==> config.mk <==
export PLATFORM = sky130hd
export DESIGN_NAME = linescanner_frame_controller
export DESIGN_NICKNAME = d
export VERILOG_FILES = /design/src/rtl/linescanner_frame_controller.sv
export SDC_FILE = /design/constraint.sdc
export NUM_CORES = 1
export LEC_CHECK = 0
export ABC_AREA = 0
export BUFFER_PORTS_ARGS = -buffer_cell sky130_fd_sc_hd__buf_2
export CORE_MARGIN = 2
export CORE_UTILIZATION = 30
export CTS_BUF_LIST = sky130_fd_sc_hd__clkbuf_16
export DETAILED_ROUTE_END_ITERATION = 6
export PLACE_DENSITY = 0.59
export SKIP_LAST_GASP = 1
export SLEW_MARGIN = 20
export SYNTH_ARGS = -nofsm -noshare
export SYNTH_HDL_FRONTEND = slang
export SYNTH_SLANG_ARGS = --single-unit
==> constraint.sdc <==
create_clock -name pixel_clock -period 2.1 [get_ports pixel_clock]
set_input_delay 0.105 -clock pixel_clock [delete_from_list [all_inputs] [get_ports pixel_clock]]
set_output_delay 0.105 -clock pixel_clock [all_outputs]
set_load 0.01 [all_outputs]
==> src/rtl/linescanner_frame_controller.sv <==
// Frame sequencer for the line-scan capture path: arms capture, enforces line period, flags faults.
// Optional build macro LINESCANNER_LINE_CHECK_EN enables the per-line pixel-length check.
module linescanner_frame_controller #(
  parameter int unsigned PIXELS_PER_LINE = 1024,
  parameter int unsigned ARM_TIMEOUT     = 4095
) (
  input  logic        pixel_clock,
  input  logic        reset,
  input  logic        start,
  input  logic        stop,
  input  logic        continuous,
  input  logic [11:0] lines_per_frame,
  input  logic [15:0] line_period,
  input  logic        lval,
  output logic        capture_enable,
  output logic        busy,
  output logic        frame_start,
  output logic        frame_done,
  output logic        aborted,
  output logic [11:0] line_index,
  output logic [10:0] pixel_count,
  output logic        line_length_error,
  output logic        overrun,
  output logic        timeout
);

  if (PIXELS_PER_LINE == 0 || PIXELS_PER_LINE > 2047) begin : g_bad_pixels_per_line
    $error("PIXELS_PER_LINE must fit the 11-bit pixel counter");
  end
  if (ARM_TIMEOUT == 0 || ARM_TIMEOUT > 4095) begin : g_bad_arm_timeout
    $error("ARM_TIMEOUT must fit the 12-bit arm counter");
  end

  localparam logic [11:0] ARM_LAST = 12'(ARM_TIMEOUT - 1);

  typedef enum logic [2:0] {
    IDLE,
    ARM,
    LINE,
    GAP,
    DONE
  } state_t;

  state_t      state;
  logic        lval_d;
  logic        lval_rise;
  logic        lval_fall;
  logic        accept_start;
  logic        line_end;
  logic        stop_seen;
  logic [11:0] cfg_lines;
  logic [15:0] cfg_period;
  logic [11:0] arm_cnt;
  logic [15:0] period_cnt;
  logic [10:0] pix_cnt;
  logic        frame_started;
  logic        stop_pending;

  assign lval_rise    = lval & ~lval_d;
  assign lval_fall    = ~lval & lval_d;
  assign accept_start = (state == IDLE) & start & ~stop & (lines_per_frame != '0);
  assign line_end     = (state == LINE) & lval_fall;
  // A stop landing on the very cycle a gap expires still counts as pending.
  assign stop_seen    = stop_pending | stop;

  always_ff @(posedge pixel_clock) begin
    if (reset) begin
      state          <= IDLE;
      lval_d         <= 1'b0;
      cfg_lines      <= '0;
      cfg_period     <= '0;
      arm_cnt        <= '0;
      period_cnt     <= '0;
      pix_cnt        <= '0;
      frame_started  <= 1'b0;
      stop_pending   <= 1'b0;
      capture_enable <= 1'b0;
      busy           <= 1'b0;
      frame_start    <= 1'b0;
      frame_done     <= 1'b0;
      aborted        <= 1'b0;
      line_index     <= '0;
      pixel_count    <= '0;
      overrun        <= 1'b0;
      timeout        <= 1'b0;
    end else begin
      lval_d      <= lval;
      frame_start <= 1'b0;
      frame_done  <= 1'b0;
      aborted     <= 1'b0;

      if (lval_rise && (state == GAP || state == DONE)) begin
        overrun <= 1'b1;
      end

      if ((state == LINE || state == GAP) && period_cnt != '1) begin
        period_cnt <= period_cnt + 16'd1;
      end

      case (state)
        IDLE: begin
          if (accept_start) begin
            cfg_lines      <= lines_per_frame;
            cfg_period     <= line_period;
            line_index     <= '0;
            overrun        <= 1'b0;
            timeout        <= 1'b0;
            frame_started  <= 1'b0;
            stop_pending   <= 1'b0;
            arm_cnt        <= '0;
            capture_enable <= 1'b1;
            busy           <= 1'b1;
            state          <= ARM;
          end
        end

        ARM: begin
          if (arm_cnt != '1) begin
            arm_cnt <= arm_cnt + 12'd1;
          end
          if (stop) begin
            aborted        <= 1'b1;
            capture_enable <= 1'b0;
            busy           <= 1'b0;
            stop_pending   <= 1'b0;
            state          <= IDLE;
          end else if (lval_rise) begin
            period_cnt    <= 16'd1;
            pix_cnt       <= 11'd1;
            frame_start   <= ~frame_started;
            frame_started <= 1'b1;
            state         <= LINE;
          end else if (arm_cnt == ARM_LAST) begin
            timeout        <= 1'b1;
            aborted        <= 1'b1;
            capture_enable <= 1'b0;
            busy           <= 1'b0;
            state          <= IDLE;
          end
        end

        LINE: begin
          if (stop) begin
            stop_pending <= 1'b1;
          end
          if (line_end) begin
            pixel_count    <= pix_cnt;
            line_index     <= line_index + 12'd1;
            capture_enable <= 1'b0;
            state          <= GAP;
          end else if (lval && pix_cnt != '1) begin
            pix_cnt <= pix_cnt + 11'd1;
          end
        end

        GAP: begin
          if (stop) begin
            stop_pending <= 1'b1;
          end
          if (period_cnt >= cfg_period) begin
            if (line_index == cfg_lines) begin
              frame_done <= 1'b1;
              state      <= DONE;
            end else if (stop_seen) begin
              aborted      <= 1'b1;
              busy         <= 1'b0;
              stop_pending <= 1'b0;
              state        <= IDLE;
            end else begin
              arm_cnt        <= '0;
              capture_enable <= 1'b1;
              state          <= ARM;
            end
          end
        end

        DONE: begin
          if (continuous && !stop_seen) begin
            line_index     <= '0;
            frame_started  <= 1'b0;
            arm_cnt        <= '0;
            capture_enable <= 1'b1;
            state          <= ARM;
          end else begin
            busy         <= 1'b0;
            stop_pending <= 1'b0;
            state        <= IDLE;
          end
        end

        default: begin
          capture_enable <= 1'b0;
          busy           <= 1'b0;
          state          <= IDLE;
        end
      endcase
    end
  end

`ifdef LINESCANNER_LINE_CHECK_EN
  logic len_err_q;

  always_ff @(posedge pixel_clock) begin
    if (reset) begin
      len_err_q <= 1'b0;
    end else if (accept_start) begin
      len_err_q <= 1'b0;
    end else if (line_end && pix_cnt != 11'(PIXELS_PER_LINE)) begin
      len_err_q <= 1'b1;
    end
  end

  assign line_length_error = len_err_q;
`else
  assign line_length_error = 1'b0;
`endif

endmodule

Yosys cells after proc, flatten, opt, wreduce, memory -nomap -nowiden
Index checks and enable logic that the tools add are counted.
{ "totals": {"register_bits": 103, "input_bits": 34, "wordCells": 164} }
{ "op_classes": {"n_addsub": 4, "n_lt_le_gt_ge": 1, "n_eq_ne": 28, "muxes": 69, "n_bitwise": 16, "n_reduce_logical": 28} }
{ "ops": {"columns": ["operator", "n"], "rows": [
  ["$mux 12", 7],
  ["$mux 16", 4],
  ["$pmux 12 s4", 1],
  ["$mux 11", 4],
  ["$mux 1", 37],
  ["$pmux 12 s3", 1],
  ["$ne 2x2->1 const B", 13],
  ["$add 12x1->12 const B", 2],
  ["$pmux 11 s2", 1],
  ["$mux 3", 7],
  ["$add 16x1->16 const B", 1],
  ["$ge 16x16->1", 1],
  ["$ne 16x16->1 const B", 1],
  ["$reduce_and 8->1", 2],
  ["$pmux 1 s5", 3],
  ["$pmux 3 s5", 1],
  ["$reduce_and 5->1", 3],
  ["$eq 12x12->1", 1],
  ["$eq 12x12->1 const B", 1],
  ["$ne 12x12->1 const B", 1],
  ["$reduce_and 4->1", 3],
  ["$reduce_bool 12->1", 1],
  ["$add 11x1->11 const B", 1],
  ["$ne 11x11->1 const B", 1],
  ["other kinds (23)", 48]
]} }

Logic depth before layout (Yosys ltp)
{ "logic_depth": {"depth_word": 7, "depth_mapped": 9, "mapped_depth_nobuf": 8} }

Worst setup path after synthesis
OpenSTA, ideal clock, no wires.
{ "synth_path": {"path_type": "flip-flop to flip-flop", "start": "register period_cnt[0]", "end": "register arm_cnt[7]", "setup_ns": 0.092, "arrival_time_ns": 2.169, "t_required_ns": 2.008, "slack_ns": -0.162, "stages_incl_launch_ff": 10, "path_buffers": 1, "period_less_slack_ns": 2.262, "cell_sequence": "dfxtp_1 > inv_1 > ha_1 > nand2b_1 > a2111oi_0 > nor4b_1 > or3b_1 > and3_1 > buf_2 > o32ai_1"} }
{ "synth_between": {"elab_chain_len": 3} }
{ "synth_lines": {"columns": ["item", "line", "rtl"], "rows": [
  ["start: declaration", "54", "logic [15:0] period_cnt;"],
  ["start signal: assignment", "97", "period_cnt <= period_cnt + 16'd1;"],
  ["$ge 16x16->1", "160", "if (period_cnt >= cfg_period) begin"],
  ["$ne 2x1->1 (no source line)", null, null],
  ["$reduce_and 7->1 (no source line)", null, null],
  ["end signal: assignment", "119", "arm_cnt <= arm_cnt + 12'd1;"],
  ["end: declaration", "53", "logic [11:0] arm_cnt;"]
]} }
No other way between the ends.
A chain may end at the register's enable or synchronous reset.

Worst setup path after layout
{ "layout_path": {"start": "register period_cnt[0]", "end": "register arm_cnt[5]"} }
The elaborated chain is that of the path after synthesis.

==> impl_metrics.csv <==
group,metric,value,unit
routing,via_per_inst,4.85,
logic_synthesis,yosys_warnings,0,
logic_synthesis,synth-main-ff-cell,"dfxtp_1",
timing,fin_crit,2.14,ns
final_layout,regArea,0.00208,mm²
cts,cts_tree,"done",
power_and_ir_drop,power_frac_comb,12.6,%
final_layout,synthToLayoutAreaGrowth,34.4,%
grt,grt_usage,15.1,%
routing,wl_met1,6710,µm
routing,routed-wl-met3,553,µm
setup_path,slowest_delay,0.44,ns
timing,rsz0062_at_grt,"yes",
setup_path,cp_cell_sequence,"inv_2, ha_4, nand2b_4, a2111oi_4, nor4b_4, or3b_4, and3_4, a311oi_2",
setup_path,worstPathRequired,2.37,ns
timing,fin_ws,-0.0377,ns
final_layout,nFillCells,1700,
setup_path,rr_worst_depth,8,
setup_path,crit_path_end_kind,"flip-flop",
worst_hold_path,worstHoldPathCells,3,
routing,wl_per_cell,13.7,µm
grt,antenna_found_initial,0,
setup_path,arrival,2.41,ns
logic_synthesis,synthArstFlopShare,0,%
power_and_ir_drop,p_seq_share,48.4,%
logic_synthesis,netlist_area,0.00508,mm²
place,gp_congestion,0.868,
place,dp_hpwl,9390,µm
grt,grt_max_degree,34,
setup_path,critPathKind,"flip-flop to flip-flop",
logic_synthesis,synth_area_leaders,"dfxtp_1 41%, nand2_1 6.8%, ha_1 5.2%, a21oi_1 4.7%, nor2_1 4.1%",
cts,clockBufferDepth,2,
final_layout,multi_input_area,0.00302,mm²
routing,top_layer,"met4",
floorplan,die_area,0.0180,mm²
routing,dr.pass1.iters,4,
power_and_ir_drop,total_power,4.19,mW
worst_hold_path,hold_class,"primary input to flip-flop",
routing,drt-initial-drc-count,255,
grt,grt_overflow_total,0,
routing,routed-wl-met2,5890,µm
logic_synthesis,synth_edf_count,0,
logic_synthesis,synth_top_area_cell,"dfxtp_1",
power_and_ir_drop,power_frac_clock,39.0,%
timing,drv_slew,0,
timing,hold_viol_final,0,
timing,period_share,102,%
floorplan,placeableCoreArea,0.0166,mm²
timing,tightestPinTransition,0.530,ns
logic_synthesis,seq_area_frac_synth,40.6,%
timing,fmax,468,MHz
power_and_ir_drop,irDropWorstVdd,0.420,mV
timing,slew_headroom,64.4,%
cts,cts_root_buf,"clkbuf_16",
job,timing.max_cap.violations,0,
power_and_ir_drop,p_int,3.07,mW
cts,htreeDepth,3,
final_layout,final_nets,806,
setup_path,crit_slowest_cell,"or3b_4",
timing,fin_hold_ws,0.0165,ns
run_status,status,"complete, but fails checks",
routing,vias,4732,
logic_synthesis,syn_nets,667,
place,numPortBuffers,63,
run_status,violations,"negative setup slack",
cts,cts_buffers,9,
floorplan,io-pin-count,65,
routing,wl,13300,µm
cts,clkSinkCount,103,
final_layout,diodes,0,
grt,grt_pass1_vias,4352,
power_and_ir_drop,leakagePower,2.67,nW
setup_path,start_kind,"flip-flop",
routing,ant_nets,0,
routing,drc,0,
timing,tns,-0.0588,ns
power_and_ir_drop,p_switching,1.13,mW
logic_synthesis,synth_seq_cells,103,
timing,setup_viol,3,
setup_path,crit_fanout,6,
cts,clk_latency,0.36,ns
logic_synthesis,synth_cells,612,
floorplan,die_w,134,µm
cts,path_clk_slew,0.08,ns
final_layout,drive_gt1_share,26.7,%
floorplan,die_h,134,µm
logic_synthesis,syn_avg_cell_area,8.30,µm²
floorplan,placementRows,47,
logic_synthesis,synth_top_cell_area_share,40.6,%
power_and_ir_drop,swShare,26.8,%
power_and_ir_drop,powerDensity,614,mW/mm²
grt,grt_pass1_wl,21900,µm
logic_synthesis,synthDistinctLibCells,59,
timing,worst_clock_skew,0.0117,ns
floorplan,start_util,30.6,%
## worst max-delay path, delay by kind of cell (launching register included)
| family | cells | cell delay (ns) |
|---|---|---|
| simple gates | 4 | 0.87 |
| compound gates | 2 | 0.60 |
| flops | 1 | 0.34 |
| fa+ha+maj | 1 | 0.19 |
| buf+inv | 1 | 0.05 |
## flip-flops by register name (all words and copies together), names as in the netlist, 3 cells and up
| register | count |
|---|---|
| pixel_count | 11 |
| state | 3 |
| arm_cnt | 12 |
| line_index | 12 |
| pix_cnt | 11 |
| period_cnt | 16 |
| cfg_lines | 12 |
| cfg_period | 16 |
## through the flow
| stage | setup slack, ns | utilization (%) | cell area (µm²) | instances |
|---|---|---|---|---|
| 2_1_floorplan | -0.00314 | - | 5120 | 612 |
| 3_3_place_gp | -0.0776 | 36.5 | 6050 | 929 |
| 3_5_place_dp | -0.137 | 36.5 | 6050 | 929 |
| 4_1_cts | -0.0593 | 40.1 | 6650 | 972 |
| 5_1_grt | -0.104 | 41.2 | 6830 | 976 |
| 6_report | -0.0377 | 41.2 | 6830 | 976 |
## power by group through the flow
stage	Sequential, mW	Combinational [mW]	Clock [mW]
5_1_grt	2.03	0.582	1.77
2_1_floorplan	2.07	0.267	0
6_report	2.03	0.528	1.64
4_1_cts	2.03	0.495	1.69
3_3_place_gp	2.07	0.436	0
3_5_place_dp	2.07	0.438	0
## kinds of logic (layout without fill, tap and decap cells)
logic type	count (synthesis)	in the layout	share of synthesized area, %
and+or+nand+nor	267	268	25.9
DFF	103	103	40.6
other	1	1	0.0738
adders and majority gates	21	21	5.17
muxes	13	13	2.56
xor gates and xnor gates	40	40	6.89
buffers and inverters	56	199	4.63
AOI/OAI and AO/OA	111	111	14.2
## cells in the mapped netlist (5+ instances only)
cell	n
or4_1	10
nand2_1	92
nor3_1	12
o31ai_1	5
xor2_1	21
ha_1	21
nor2_1	55
inv_1	30
mux2i_1	13
nand2b_1	7
a311oi_1	5
xnor2_1	19
o21ai_0	13
clkbuf_1	19
nand3_1	26
nand4_1	16
nor4_1	7
o32ai_1	5
a21oi_1	48
dfxtp_1	103
a31oi_1	5
o211ai_1	8
and3_1	13
## what timing repair did
item,in CTS,in global routing
pin swaps,5,22
cloned,1,0
setup buffers,2,4
setup endpoints to repair,22,29
endpoints found under the hold margin,24,0
hold buffers,24,0
gates resized for setup,11,32
## per-layer routing
| layer | vias to the layer above | global-route usage [%] |
|---|---|---|
| met3 | 12 | 4.16 |
| met1 | 2183 | 21.3 |
| li1 | 2431 | - |
| met4 | 0 | 4.44 |
| met2 | 106 | 22.6 |
| met5 | - | 0 |
## path summary, 6_finish.rpt
kind	startpoint	end	slack (ns)
max reg2reg	period_cnt[0]$_SDFF_PP0_	arm_cnt[5]$_SDFFE_PP0P_	-0.04
min	line_period[12]	cfg_period[12]$_SDFFE_PP0P_	0.02
min reg2reg	frame_started$_SDFFE_PP0P_	frame_start$_SDFF_PP0_	0.45
max	period_cnt[0]$_SDFF_PP0_	arm_cnt[5]$_SDFFE_PP0P_	-0.04
## cells in the final DEF, fill, tap and decap left out, types with 4 or more instances in the layout
| cell type | count |
|---|---|
| xor2_1 | 21 |
| or4_1 | 10 |
| nor2_1 | 53 |
| nand3_1 | 26 |
| nor3_1 | 10 |
| xnor2_1 | 19 |
| nor4_1 | 5 |
| ha_1 | 16 |
| buf_4 | 65 |
| dfxtp_2 | 9 |
| mux2i_1 | 13 |
| o21a_1 | 4 |
| o21ai_0 | 11 |
| nand2_1 | 92 |
| nor2_2 | 6 |
| ha_4 | 5 |
| inv_2 | 4 |
| nand2b_1 | 6 |
| dlygate4sd3_1 | 24 |
| and3_1 | 11 |
| a31oi_1 | 4 |
| clkbuf_16 | 9 |
| nand4_1 | 16 |
| o211ai_1 | 8 |
| buf_2 | 63 |
| inv_6 | 5 |
| o31ai_1 | 5 |
| inv_1 | 26 |
| dfxtp_1 | 93 |
| a21oi_1 | 48 |
## cell type report
cell class / instances / share of cell area (%)
flip-flops and latches: 103 / 30.4
repair buffers: 153 / 15.6
clock buffers: 9 / 3.30
clock inverters: 7 / 0.879
multi-input cells: 454 / 44.2
well taps: 220 / 4.03
inverters: 30 / 1.65
Note: power is estimated with default switching activity, not from simulation.
